--- src/rtl/vga_scanout.sv ---
// VGA scan-out controller: pixel timing, scaled frame-buffer addressing,
// border handling and colour expansion, with sync/blank aligned to RGB.
module vga_scanout #(
    parameter int ColorBits   = 3,
    parameter int OutBits     = 8,
    parameter int ImageWidth  = 10,
    parameter int ImageHeight = 5,
    parameter int ScaleX      = 64,
    parameter int ScaleY      = 96,
    parameter int XBits       = 9,
    parameter int YBits       = 8,
    parameter int PixelDiv    = 2,
    parameter int HActive     = 640,
    parameter int HFront      = 16,
    parameter int HSync       = 96,
    parameter int HBack       = 48,
    parameter int VActive     = 480,
    parameter int VFront      = 10,
    parameter int VSync       = 2,
    parameter int VBack       = 33
) (
    input  logic                 clk,
    input  logic                 reset,
    output logic [XBits-1:0]     XRead,
    output logic [YBits-1:0]     YRead,
    input  logic [ColorBits-1:0] readValueMemory,
    output logic                 hsync,
    output logic                 vsync,
    output logic                 blank,
    output logic [OutBits-1:0]   red,
    output logic [OutBits-1:0]   green,
    output logic [OutBits-1:0]   blue,
    output logic                 clkVGA,
    output logic                 frameStart
);

    localparam int HTotal = HActive + HFront + HSync + HBack;
    localparam int VTotal = VActive + VFront + VSync + VBack;
    localparam int HW     = $clog2(HTotal + 1);
    localparam int VW     = $clog2(VTotal + 1);
    localparam int DW     = $clog2(PixelDiv);
    localparam int SXW    = $clog2(ScaleX + 1);
    localparam int SYW    = $clog2(ScaleY + 1);
    localparam int FW     = ColorBits / 3;
    localparam int Rep    = (OutBits + FW - 1) / FW;
    localparam int RepW   = Rep * FW;

    localparam logic [DW-1:0]    DivLast = DW'(PixelDiv - 1);
    localparam logic [DW-1:0]    DivHalf = DW'(PixelDiv / 2);
    localparam logic [HW-1:0]    HLast   = HW'(HTotal - 1);
    localparam logic [VW-1:0]    VLast   = VW'(VTotal - 1);
    localparam logic [HW-1:0]    HAct    = HW'(HActive);
    localparam logic [VW-1:0]    VAct    = VW'(VActive);
    localparam logic [HW-1:0]    HSyncS  = HW'(HActive + HFront);
    localparam logic [HW-1:0]    HSyncE  = HW'(HActive + HFront + HSync);
    localparam logic [VW-1:0]    VSyncS  = VW'(VActive + VFront);
    localparam logic [VW-1:0]    VSyncE  = VW'(VActive + VFront + VSync);
    localparam logic [SXW-1:0]   SxLast  = SXW'(ScaleX - 1);
    localparam logic [SYW-1:0]   SyLast  = SYW'(ScaleY - 1);
    localparam logic [XBits-1:0] XLim    = XBits'(ImageWidth);
    localparam logic [XBits-1:0] XMax    = XBits'(ImageWidth - 1);
    localparam logic [YBits-1:0] YLim    = YBits'(ImageHeight);
    localparam logic [YBits-1:0] YMax    = YBits'(ImageHeight - 1);

    logic [DW-1:0]    div;
    logic [DW-1:0]    div_next;
    logic             tick;
    logic [HW-1:0]    h;
    logic [VW-1:0]    v;
    logic [SXW-1:0]   xs;
    logic [SYW-1:0]   ys;
    logic [XBits-1:0] x;
    logic [YBits-1:0] y;
    logic [XBits-1:0] x_sat;
    logic [YBits-1:0] y_sat;
    logic             h_last;
    logic             v_last;
    logic             h_act;
    logic             v_act;
    logic             inside0;
    logic             border0;
    logic             hs0;
    logic             vs0;
    logic             hs1;
    logic             vs1;
    logic             in1;
    logic             bd1;
    logic [RepW-1:0]  rep_r;
    logic [RepW-1:0]  rep_g;
    logic [RepW-1:0]  rep_b;

    // Stage-0 decode: tick, window flags, saturated addresses, colour fan-out
    always_comb begin
        tick     = (div == DivLast);
        div_next = tick ? '0 : div + 1'b1;
        h_last   = (h == HLast);
        v_last   = (v == VLast);
        h_act    = (h < HAct);
        v_act    = (v < VAct);
        inside0  = h_act && v_act;
        border0  = inside0 && ((x >= XLim) || (y >= YLim));
        x_sat    = (x >= XLim) ? XMax : x;
        y_sat    = (y >= YLim) ? YMax : y;
        hs0      = !((h >= HSyncS) && (h < HSyncE));
        vs0      = !((v >= VSyncS) && (v < VSyncE));
        rep_r    = {Rep{readValueMemory[ColorBits-1 -: FW]}};
        rep_g    = {Rep{readValueMemory[ColorBits-FW-1 -: FW]}};
        rep_b    = {Rep{readValueMemory[FW-1:0]}};
    end

    assign frameStart = tick && (h == '0) && (v == '0);

    // Pixel divider and mid-pixel DAC clock
    always_ff @(posedge clk or posedge reset) begin
        if (reset) begin
            div    <= '0;
            clkVGA <= 1'b0;
        end else begin
            div    <= div_next;
            clkVGA <= (div_next >= DivHalf);
        end
    end

    // Raster position counters
    always_ff @(posedge clk or posedge reset) begin
        if (reset) begin
            h <= '0;
            v <= '0;
        end else if (tick) begin
            if (h_last) begin
                h <= '0;
                v <= v_last ? '0 : v + 1'b1;
            end else begin
                h <= h + 1'b1;
            end
        end
    end

    // Scaled address sub-counters; counts stop at the image edge
    always_ff @(posedge clk or posedge reset) begin
        if (reset) begin
            x  <= '0;
            xs <= '0;
            y  <= '0;
            ys <= '0;
        end else if (tick) begin
            if (h_last) begin
                x  <= '0;
                xs <= '0;
                if (v_last) begin
                    y  <= '0;
                    ys <= '0;
                end else if (v_act) begin
                    if (ys == SyLast) begin
                        ys <= '0;
                        if (y < YLim) y <= y + 1'b1;
                    end else begin
                        ys <= ys + 1'b1;
                    end
                end
            end else if (h_act) begin
                if (xs == SxLast) begin
                    xs <= '0;
                    if (x < XLim) x <= x + 1'b1;
                end else begin
                    xs <= xs + 1'b1;
                end
            end
        end
    end

    // Stage 1: present the address to memory, carry the flags along
    always_ff @(posedge clk or posedge reset) begin
        if (reset) begin
            XRead <= '0;
            YRead <= '0;
            hs1   <= 1'b1;
            vs1   <= 1'b1;
            in1   <= 1'b0;
            bd1   <= 1'b0;
        end else if (tick) begin
            XRead <= x_sat;
            YRead <= y_sat;
            hs1   <= hs0;
            vs1   <= vs0;
            in1   <= inside0;
            bd1   <= border0;
        end
    end

    // Stage 2: sample memory data, drive all video outputs together
    always_ff @(posedge clk or posedge reset) begin
        if (reset) begin
            hsync <= 1'b1;
            vsync <= 1'b1;
            blank <= 1'b0;
            red   <= '0;
            green <= '0;
            blue  <= '0;
        end else if (tick) begin
            hsync <= hs1;
            vsync <= vs1;
            blank <= in1;
            if (in1 && !bd1) begin
                red   <= rep_r[RepW-1 -: OutBits];
                green <= rep_g[RepW-1 -: OutBits];
                blue  <= rep_b[RepW-1 -: OutBits];
            end else begin
                red   <= '0;
                green <= '0;
                blue  <= '0;
            end
        end
    end

endmodule

--- config.mk ---
export PLATFORM = sky130hd
export DESIGN_NAME = vga_scanout
export DESIGN_NICKNAME = d
export VERILOG_FILES = /design/src/rtl/vga_scanout.sv
export SDC_FILE = /design/constraint.sdc
export NUM_CORES = 1
export LEC_CHECK = 0
export ABC_AREA = 1
export BUFFER_PORTS_ARGS = -buffer_cell sky130_fd_sc_hd__buf_4
export CORE_MARGIN = 2
export CORE_UTILIZATION = 35
export CTS_BUF_LIST = sky130_fd_sc_hd__clkbuf_4 sky130_fd_sc_hd__clkbuf_8
export DETAILED_ROUTE_END_ITERATION = 10
export GPL_ROUTABILITY_DRIVEN = 0
export GPL_TIMING_DRIVEN = 0
export SLEW_MARGIN = 20
export SYNTH_ARGS = -nofsm -noshare
export SYNTH_HDL_FRONTEND = slang
export SYNTH_SLANG_ARGS = --single-unit
--- constraint.sdc ---
create_clock -name clk -period 3 [get_ports clk]
set_input_delay 0.3 -clock clk [delete_from_list [all_inputs] [get_ports clk]]
set_output_delay 0.3 -clock clk [all_outputs]
set_load 0.05 [all_outputs]
# Word-level counts from Yosys, hierarchy flattened
# Index checks and enable logic that the tools add are counted.
# totals
output_inout_bits	46
register_bits	101
# op_classes
eq_ne	4
n_mux	22
reduce_logical	24
n_addsub	7
n_lt_le_gt_ge	11
# ops
cell	count
two-way mux 8 bit	8
two-way mux 9 bit	5
two-way mux 7 bit	6
adder 10 x 1 -> 10 bit (second input constant)	2
equality test 10 bit (second input constant)	2
zero test 10 bit	2
less-than comparator 10 bit (second input constant)	2
less-than comparator 10 x 9 -> 1 bit (second input constant)	2
two-way mux 10 bit	2
adder 7 x 1 -> 7 bit (second input constant)	2
nonzero test 2 bit	6
>= comparator 10 bit (second input constant)	1
>= comparator 10 x 9 -> 1 bit (second input constant)	1
adder 9 x 1 -> 9 bit (second input constant)	1
>= comparator 9 x 4 -> 1 bit (second input constant)	1
less-than comparator 9 x 4 -> 1 bit (second input constant)	1
adder 8 x 1 -> 8 bit (second input constant)	1
>= comparator 8 x 3 -> 1 bit (second input constant)	1
less-than comparator 8 x 3 -> 1 bit (second input constant)	1
equality test 7 x 6 -> 1 bit (second input constant)	1
equality test 7 bit (second input constant)	1
logical AND 1 bit	7
AND reduction 5 bit	1
AND reduction 2 bit	2
7 further kinds	9

# Logic depth before layout (Yosys ltp)
# Gate-level depths: netlist (run 1).
# depth
depth_word	5
depth_mapped	11

# Worst setup path before layout (run 1)
# OpenSTA, ideal clock, no wires.
# synth_path
kind	flip-flop to output port
startpoint	register clkVGA (netlist name)
endpoint	output frameStart
required_ps	2700
stages_incl_launch_ff	6
slack_ps	821
arrival_ps	1879
path_cell_list	dfrtp_1 -> buf_2 -> inv_2 -> nor2_1 -> nand4_1 -> nor2_1
# synth_lines
item	line_no	text
to (decl)	34	output logic frameStart

# Worst setup path in the final report (run 1)
# layout_path
startpoint	register v[0]
endpoint	output frameStart
# layout_via
elab_chain_cells	2
# layout_rtl
item	line_no	text
from (decl)	69	logic [VW-1:0] v;
from (signal assigned)	132	v <= v_last ? '0 : v + 1'b1;
zero test 10 bit	111	assign frameStart = tick && (h == '0) && (v == '0);
logical AND 1 bit	111	
# Every way passes these cells.

==> summary.txt, run 1 <==
Clock tree
  – Post_cts resized: 0
  – Max Root-Sink Buffers: 2
  – Skew-Pair Late Insertion Delay: 360 ps
  – Post-CTS Setup Inserts: 0
  – H-Tree Depth: 3
  – CTS tree: done
  – CTS Buf Count: 9
  – Clk sink count: 79
  – Post-CTS Hold Buffers: 0
  – Clock transition at the registers of the reported paths: 80 ps
  – CTS Root Cell: clkbuf_8

Global routing
  – Initial antenna violation count: 0
  – Vias in the first global route: 3,269
  – Global-route wire length before repair: 14.94 mm
  – GRT Util Overall: 0.1450
  – Gr ovfl total: 0
  – Largest net degree at the start of global routing: 44

Critical path
  – Reg2reg start: v[0]
  – Setup CP Type: register to output pin
  – CP Data Arrival Time: 1930 ps
  – CP startpoint: v[0]
  – CP Max Fanout: 5
  – Req. time, crit path: 2700 ps
  – Setup crit start kind: register
  – Critical path endpoint category: output pin

Synthesis
  – Flops & latches, synth: 79
  – Synth warn: 0
  – Synth Cell Area: 4166 um^2
  – Avg Inst Size Synth: 7.921 um^2
  – Synth cell types: 36
  – Number of flops mapped to enable cells by yosys: 0
  – Sequential share of the synthesized area: 0.4757
  – Syn Nets: 542
  – Synth Instances: 526
  – Post-synth top flop: dfrtp_1
  – Async set or reset register ratio after synthesis: 1.000

Floorplanning
  – Die X: 113.1 um
  – CORE AREA: 11,520 um^2
  – Area of the die: 12,790 um^2
  – Initial Util: 0.3618
  – IO Count: 51
  – Chip height: 113.1 um
  – Site row count: 39

Place
  – Dpl cell area: 4743 um^2
  – Post-Place Worst Slack: 1106 ps
  – Placed Cells: 720
  – Port Buffers: 50
  – Post-DP HPWL: 6.325 mm

STA
  – Worst relative slew slack: 0.6430
  – Fmax: 0.4483 GHz
  – Final setup viols: 0
  – Tcrit/Tclk final: 0.7435
  – Final Max Slew Viols: 0
  – Fin Clk Skew: 9.221 ps
  – Final hold vios: 6
  – Worst setup margin: 769.4 ps
  – Setup TNS: 0 ps
  – Worst Max-Slew Pin Slew: 535.5 ps
  – Tmin final: 2231 ps
  – RSZ-0062 raised after global routing: no
  – Hold WS: -2.812 ps

Pwr
  – Sw Share: 0.2460
  – Clock power frac: 0.371
  – Total power: 1.919 mW
  – Combinational group share of total power: 0.071
  – Sequential power share: 0.558
  – Int Pwr: 1.447 mW
  – Switch Pwr: 0.4719 mW
  – Leak pwr: 2.557 nW
  – Maximum VDD drop: 0.0001777 V
  – Pwr Density: 390.3 nW/um^2

Routing
  – Via count: 3,457
  – Total wire length: 8.562 mm
  – DR WL/cell: 11.65 um
  – Initial drt markers: 170
  – Post-route ant nets: 0
  – TritonRoute pass-1 iters: 7
  – Vias/cell: 4.703
  – DRC: 9

Status
  – Failing checks: DRC, hold timing
  – Status: finished with violations

Min path
  – HP Class: primary input to asynchronous set/reset pin

Layout
  – Post-route design area: 4916 um^2
  – Most frequent cells in the layout: 140 x nand2_1, 75 x dfrtp_1, 73 x inv_1, 73 x buf_4, 49 x nor2_1
  – Final core utilization: 0.4269
  – Layout area overhead: 17.99%
  – Diode count: 0
  – Final nets: 604
  – Layout cell share with drive strength beyond 1: 0.2010
  – Final Non-Filler Cells: 735
  – Commonest non-fill, non-tap cell in the layout: nand2_1

Flow run
  – Max-Cap Viols: 0
==> registers in the layout, indices dropped and copies added (netlist names) <==
register  cells
vs1           1
hs1           1
x             9
in1           1
blue          1
bd1           1
v            10
y             8
blank         1
green         1
clkVGA        1
h            10
ys            7
xs            7
hsync         1
YRead         8
vsync         1
red           1
XRead         9
==> worst max-delay path: stages, from the launching register on <==
cell     delay, ps
dfrtp_1        430
inv_1          130
ha_1           200
nand2_1         60
nor4_1         280
nand2_1         90
nor2_1         150
buf_4          220
==> worst paths after layout <==
check                             end  slack [ps]  depth (start not counted)
setup / recovery           frameStart         770                          7
hold / removal               YRead[3]          -3                          2
setup reg to reg                ys[2]        1180                          9
hold reg to reg                  y[5]         470                          2
max in group asynchronous       hsync        2350                          3
min in group clk               red[6]         210                          3
==> power by group through the flow <==
| stage | combinational, mW | sequential (mW) | clock (mW) |
|---|---|---|---|
| floorplan | 0.0917 | 1.10 | 0 |
| global placement | 0.135 | 1.09 | 0 |
| detailed placement | 0.140 | 1.09 | 0 |
| CTS | 0.140 | 1.07 | 0.741 |
| global route | 0.145 | 1.07 | 0.792 |
| finish | 0.137 | 1.07 | 0.711 |
==> layer usage <==
layer	global-route usage	share of wire	vias up	routed length, um
li1	-	-	1761	-
met1	0.1898	0.48	1608	4121
met2	0.2327	0.45	75	3820
met3	0.02357	0.050	13	430
met4	0.07480	0.022	0	189
met5	0	0	-	0
==> area by class of cell <==
cell class                 instances  area [um^2]
tap                              143        178.9
multi-input combinational        337         1674
clock buffer                      12        152.6
timing repair buffer              51        395.4
inverter                          78        295.3
fill                            1176         6600
buffer                            32        217.7
clock inverter                     3        20.02
sequential                        79         1982
==> cell families (layout without fill, tap and decap cells) <==
group | Yosys count | count (layout) | synth area share
XOR/XNOR | 8 | 8 | 0.01682
AO/OA/AOI/OAI | 54 | 54 | 0.06997
flip-flops | 79 | 79 | 0.4757
AND/OR/NAND/NOR | 264 | 264 | 0.2820
adder cells (fa/ha/maj) | 11 | 11 | 0.03303
buffers and inverters | 110 | 176 | 0.1225
==> Yosys cell counts (2+ instances only) <==
library cell | instances | area [um^2]
nand2_1 | 140 | 525.5
dfrtp_1 | 75 | 1877
inv_1 | 74 | 277.8
nor2_1 | 49 | 183.9
nand3_1 | 33 | 165.2
buf_4 | 23 | 172.7
o21ai_0 | 21 | 105.1
nand4_1 | 16 | 100.1
o21ai_1 | 15 | 75.07
ha_1 | 11 | 137.6
a21oi_1 | 10 | 50.05
nor3_1 | 5 | 25.02
xor2_1 | 5 | 43.79
dfstp_2 | 4 | 105.1
inv_2 | 4 | 15.01
nor2_4 | 4 | 45.04
buf_2 | 3 | 15.01
clkbuf_1 | 3 | 11.26
nand2_2 | 3 | 18.77
or2_2 | 3 | 18.77
xnor2_1 | 3 | 26.28
a21oi_2 | 2 | 17.52
and2_1 | 2 | 12.51
buf_1 | 2 | 7.510
nand3b_1 | 2 | 15.01
nor2_2 | 2 | 12.51
nor4_1 | 2 | 12.51
o31ai_1 | 2 | 15.01
Note: power is estimated with default switching activity, not from simulation.
==> run 2, diff against run 1 <==
ABC_AREA = 0   (was 1)
clock period = 2.1 ns   (was 3 ns; I/O delays follow)
==> summary.txt, run 2 <==
Synthesis
  – Flops & latches, synth: 79 (unchanged)
  – Synth Cell Area: 3895 um^2 (-6.5%)
  – Synth top area share: 0.4819 (+0.03140)
  – Async set or reset register ratio after synthesis: 1.000 (unchanged)
  – Number of flops mapped to enable cells by yosys: 0 (unchanged)
  – Most frequent cell after synthesis: dfrtp_1
  – Post-synth top flop: dfrtp_1
  – Sequential share of the synthesized area: 0.5088 (+0.03316)
  – Synth area leader: dfrtp_1
  – Synth warn: 0 (unchanged)
  – Main area contributors after synthesis: dfrtp_1 48%, o21ai_0 5.0%, buf_4 4.4%
  – List of most frequent post-synthesis cells: 75 x dfrtp_1, 39 x o21ai_0, 36 x nand2_1, 23 x buf_4, 20 x nor2_1
  – Avg Inst Size Synth: 10.06 um^2 (+27%)
  – Synth cell types: 56 (+56%)
  – Synth Instances: 387 (-26%)
  – Syn Nets: 403 (-26%)

Critical path
  – R2R depth: 6 (-3)
  – Setup crit start kind: register
  – Critical path depth in cells: 5 (-2)
  – Slowest stage delay, CP: 440 ps (about the same)
  – CP Data Arrival Time: 1820 ps (-110 ps)
  – CP cell instances: clkinv_1 > nor2_1 > nand2_1 > nor2_2 > buf_4
  – CP startpoint: clkVGA
  – Setup CP Type: register to output pin
  – Req. time, crit path: 1890 ps (-810 ps)
  – CP Max Fanout: 9 (+4)
  – CP delay by family, top: buffers and inverters
  – Buf+Inv Stages, Crit Path: 2 (unchanged)
  – Critical path endpoint category: output pin
  – R2r setup slk: 120 ps (-1060 ps)
  – R2r endpoint: v[7]
  – Slowest-stage cell, CP: dfrtp_1
  – Critical Path End: frameStart
  – Reg2reg start: h[1]

STA
  – Fmax: 0.4921 GHz
  – Setup TNS: 0 ps (unchanged)
  – Worst relative slew slack: 0.6058 (-0.03720)
  – Hold WS: 108.3 ps (+111.1 ps)
  – Final setup viols: 0 (unchanged)
  – Worst Max-Slew Pin Slew: 591.3 ps (+55.80 ps)
  – Tcrit/Tclk final: 0.9678
  – Fin Clk Skew: 12.31 ps (+3.092 ps)
  – Tmin final: 2032 ps
  – Final hold vios: 0 (-6)
  – Final Max Slew Viols: 0 (unchanged)

Routing
  – Initial drt markers: 176 (+3.5%)
  – Vias/cell: 5.134 (+9.2%)
  – Via count: 3,060 (-11%)
  – DR WL/cell: 14.32 um (+23%)
  – Post-route ant nets: 0 (unchanged)
  – DRC: 0 (-9)
  – TritonRoute pass-1 iters: 4 (-3)
  – Total wire length: 8.536 mm (-0.30%)

Place
  – Placed Cells: 579 (-20%)
  – Port Buffers: 50 (unchanged)
  – Post-DP HPWL: 6.045 mm (-4.4%)

Floorplanning
  – Initial Util: 0.3593 (-0.002496)
  – Area of the die: 11,990 um^2 (-6.3%)
  – IO Count: 51 (unchanged)
  – Site row count: 38 (-2.6%)
  – CORE AREA: 10,840 um^2 (-5.9%)
  – Die X: 109.5 um (-3.2%)
  – Chip height: 109.5 um (-3.2%)

Layout
  – Largest registers: h (10), v (10)
  – Commonest non-fill, non-tap cell in the layout: dfrtp_1
  – Layout area overhead: 21.81%
  – Final-layout fill cell count: 1,032 (-12%)
  – Most frequent cells in the layout: 75 x dfrtp_1, 73 x buf_4, 39 x o21ai_0
  – Final nets: 467 (-23%)
  – Diode count: 0 (unchanged)
  – Final core utilization: 0.4377 (+0.01079)
  – Final Non-Filler Cells: 596 (-19%)
  – Layout cell share with drive strength beyond 1: 0.2719 (+0.07092)

Clock tree
  – CTS Buf Count: 9 (unchanged)
  – Clk sink count: 79 (unchanged)
  – Max Root-Sink Buffers: 2 (unchanged)
  – CTS tree: done
  – Skew-Pair Late Insertion Delay: 350 ps (about the same)
  – Post-CTS Setup Inserts: 0 (unchanged)
  – CTS Root Cell: clkbuf_8
  – H-Tree Depth: 3 (unchanged)
  – Clock transition at the registers of the reported paths: 80 ps (about the same)

Global routing
  – Global-route wire length before repair: 14.23 mm (-4.8%)
  – Vias in the first global route: 2,867 (-12%)
  – Gr ovfl total: 0 (unchanged)
  – Initial antenna violation count: 0 (unchanged)
  – GRT Util Overall: 0.1530 (+0.007982)
  – Largest net degree at the start of global routing: 35 (-20%)

Flow run
  – Max-Cap Viols: 0 (unchanged)

Pwr
  – Total power: 2.978 mW (+55%)
  – Leak pwr: 2.264 nW (-11%)
  – Maximum VDD drop: 0.0003295 V (+85%)
  – Pwr Density: 627.7 nW/um^2 (+61%)

Status
  – Status: finished clean

Min path
  – HP Class: primary input to register
-- run 2: metal layers --
layer | up-vias | share of wire | track usage
met5 | - | 0 | 0
met2 | 88 | 0.46 | 0.2421
met4 | 0 | 0.019 | 0.06148
met3 | 17 | 0.051 | 0.03260
li1 | 1478 | - | -
met1 | 1477 | 0.47 | 0.2045
-- run 2: worst min-delay path by stage --
stage / startpoint / endpoint / slack (ps) / depth (start not counted)
5_1_grt: readValueMemory[2] / red[6] / 100 / 3
3_3_place_gp: xs[6] / xs[6] / 460 / 1
4_1_cts: readValueMemory[1] / green[6] / 90 / 3
3_5_place_dp: reset / YRead[6] / 280 / 2
2_1_floorplan: readValueMemory[0] / blue[6] / 350 / 2
6_report: readValueMemory[1] / green[6] / 110 / 3
-- run 2: final cells by class --
| class | instances | area [um^2] | share of cell area |
|---|---|---|---|
| buffer | 35 | 224.0 | 0.04720 |
| clock buffer | 9 | 123.9 | 0.02611 |
| clock inverter | 7 | 96.34 | 0.02031 |
| inverter | 13 | 52.55 | 0.01108 |
| multi-input combinational | 260 | 1665 | 0.3510 |
| sequential | 79 | 1982 | 0.4177 |
| tap | 140 | 175.2 | 0.03692 |
| timing repair buffer | 53 | 425.4 | 0.08966 |
-- run 2: stage by stage --
| step | instance area, um^2 | setup WS [ps] |
|---|---|---|
| after floorplan | 3901 | 200.3 |
| final | 4745 | 67.69 |
| after detailed placement | 4492 | 149.1 |
| after global placement | 4452 | 153.7 |
| after global routing | 4745 | -1.945 |
| after CTS | 4722 | 59.68 |
-- run 2: worst reg2reg max path, cell delays in order (launching register included) --
cell      delay [ps]
dfrtp_1          400
ha_1             270
and4bb_2         330
nand4_2          290
nor2_1           290
and3_1           210
xor2_1           140
-- run 2: where the power goes --
| group | internal, mW | total [mW] | leakage, nW | switching [mW] |
|---|---|---|---|---|
| Clock | 0.671 | 1.25 | 0.102 | 0.577 |
| Sequential | 1.52 | 1.53 | 1.05 | 0.00671 |
| Combinational | 0.0686 | 0.201 | 1.11 | 0.132 |
-- run 2: timing repair --
| action | in CTS | in global routing |
|---|---|---|
| hold endpoints to repair | 19 | 0 |
| setup endpoints to repair | 0 | 8 |
| resized for setup | 0 | 5 |
| hold buffers | 1 | 0 |
-- run 2: logic make-up after synthesis --
family          share of synthesized area
compound gates                     0.1317
xor+xnor                          0.02024
fa+ha+maj                         0.03534
buf+inv                           0.06971
flops                              0.5088
mux                               0.01156
simple gates                       0.2226
==> run 3, diff against run 2 <==
CORE_ASPECT_RATIO = 0.6   (was unset)
RECOVER_POWER = 100   (was unset)
==> summary.txt, run 3 (synthesized netlist as in run 2, its figures left out) <==
Pwr
  – Leak pwr: 2.252 nW (-0.53%)
  – Switch Pwr: 0.7040 mW (-1.6%)
  – Sequential power share: 0.533 (+0.019)
  – Sw Share: 0.2453 (+0.005025)
  – Maximum VDD drop: 0.0003822 V (+16%)
  – Clock power frac: 0.396 (-0.023)
  – Pwr Density: 603.5 nW/um^2 (-3.8%)
  – Total power: 2.870 mW (-3.6%)
  – Combinational group share of total power: 0.070 (+0.003)
  – Int Pwr: 2.166 mW (-4.3%)

Critical path
  – R2r setup slk: 90 ps (-30 ps)
  – CP Data Arrival Time: 2260 ps (+440 ps)
  – Setup CP Type: register to register
  – Setup crit start kind: register
  – CP Max Fanout: 7 (-2)
  – Buf+Inv Stages, Crit Path: 0 (-2)
  – Slowest stage delay, CP: 450 ps (about the same)
  – CP cell instances: ha_1 > and4bb_2 > nand3_2 > nor2_4 > nand4_1 > xnor2_1
  – Critical path endpoint category: register
  – Req. time, crit path: 2350 ps (+460 ps)
  – Slowest-stage cell, CP: dfrtp_1
  – CP delay by family, top: simple AND/OR/NAND/NOR gates

Place
  – Placed Cells: 578 (-0.17%)
  – Post-Place Worst Slack: 69.66 ps (-79.40 ps)
  – Dpl cell area: 4491 um^2 (about the same)
  – Post-DP HPWL: 6.700 mm (+11%)
  – Port Buffers: 50 (unchanged)

STA
  – Worst relative slew slack: 0.4563 (-0.1495)
  – Tmin final: 2011 ps (-21.15 ps)
  – Worst setup margin: 88.84 ps (+21.15 ps)
  – Tcrit/Tclk final: 0.9577 (-0.01007)
  – Setup TNS: 0 ps (unchanged)
  – Fin Clk Skew: 12.00 ps (-0.3132 ps)
  – RSZ-0062 raised after global routing: yes
  – Fmax: 0.4972 GHz (+1.1%)
  – Worst Max-Slew Pin Slew: 811.1 ps (+219.8 ps)
  – Final Max Slew Viols: 0 (unchanged)
  – Hold WS: 91.07 ps (-17.27 ps)
  – Final setup viols: 0 (unchanged)
  – Final hold vios: 0 (unchanged)

Floorplanning
  – Area of the die: 12,020 um^2 (+0.24%)
  – IO Count: 51 (unchanged)
  – Die X: 140.2 um (+28%)
  – Site row count: 29 (-24%)
  – CORE AREA: 10,700 um^2 (-1.3%)
  – Chip height: 85.72 um (-22%)
  – Initial Util: 0.3639 (+0.004578)

Routing
  – Vias/cell: 5.137 (about the same)
  – DRC: 0 (unchanged)
  – TritonRoute pass-1 iters: 4 (unchanged)
  – DR WL/cell: 15.50 um (+8.2%)
  – Via count: 3,077 (+0.56%)
  – Total wire length: 9.284 mm (+8.8%)
  – Initial drt markers: 134 (-24%)
  – Post-route ant nets: 0 (unchanged)

Flow run
  – Max-Cap Viols: 0 (unchanged)

Clock tree
  – Max Root-Sink Buffers: 2 (unchanged)
  – CTS tree: done
  – CTS Buf Count: 9 (unchanged)
  – H-Tree Depth: 3 (unchanged)
  – Skew-Pair Late Insertion Delay: 360 ps (about the same)
  – Clk sink count: 79 (unchanged)
  – CTS Root Cell: clkbuf_8
  – Clock transition at the registers of the reported paths: 80 ps (about the same)

Global routing
  – Largest net degree at the start of global routing: 34 (-2.9%)
  – Initial antenna violation count: 0 (unchanged)
  – Gr ovfl total: 0 (unchanged)
  – Vias in the first global route: 2,882 (+0.52%)
  – GRT Util Overall: 0.1628 (+0.009862)
  – Global-route wire length before repair: 15.30 mm (+7.6%)

Layout
  – Layout area overhead: 22.10%
  – Diode count: 0 (unchanged)
  – Most frequent cells in the layout: 75 x dfrtp_1, 74 x buf_4, 39 x o21ai_0
  – Final nets: 471 (+0.86%)
  – Final core utilization: 0.4443 (+0.006629)
  – Commonest non-fill, non-tap cell in the layout: dfrtp_1
  – Post-route design area: 4756 um^2 (+0.24%)
  – Largest registers: h (10), v (10)
  – Final Non-Filler Cells: 599 (+0.50%)
  – Layout cell share with drive strength beyond 1: 0.2761 (+0.004157)

Status
  – Status: finished clean

Min path
  – HP Class: primary input to register
run 3: what timing repair did:
| item | CTS | global route |
|---|---|---|
| setup endpoints to repair | 1 | 18 |
| buffers inserted | 0 | 3 |
| resized for setup | 1 | 6 |
| pin swaps | 0 | 1 |
| hold buffers | 1 | 0 |
| cloned | 0 | 1 |
| hold endpoints to repair | 16 | 0 |
run 3: power groups by stage:
stage	Combinational, mW	Sequential [mW]	Clock (mW)
final	0.202	1.53	1.14
after global routing	0.214	1.53	1.23
after CTS	0.207	1.53	1.17
after detailed placement	0.205	1.56	0
after global placement	0.194	1.56	0
after floorplan	0.131	1.57	0
run 3: final timing paths:
check | startpoint | depth (start not counted) | endpoint
max | h[1] | 6 | v[6]
min | readValueMemory[0] | 3 | blue[6]
max reg2reg | h[1] | 6 | v[6]
min reg2reg | x[7] | 1 | x[7]
max in group asynchronous | reset | 5 | XRead[8]
min in group asynchronous | reset | 3 | h[6]
run 3: layer usage:
metal  track usage  part of all wire  vias to the layer above
met5             0                 0                        -
met4       0.04591            0.0096                        0
met3       0.04411             0.076                        8
met2        0.2224              0.42                       78
met1        0.2506              0.49                     1508
li1              -                 -                     1483
run 3: layout make-up:
class                   instances  area [um^2]
fillers                      1038         5948
flip-flops and latches         79         1982
multi-input cells             261         1673
repair buffers                 56        451.7
plain buffers                  35        224.0
well taps                     139        173.9
clock buffers                  10        137.6
clock inverters                 6        60.06
inverters                      13        53.80
run 3: worst register-to-register path, stage by stage (launching register included):
cell and delay (ps):
dfrtp_1 450, ha_1 280, and4bb_2 350, nand3_2 250, nor2_4 280, nand4_1 150, xnor2_1 150
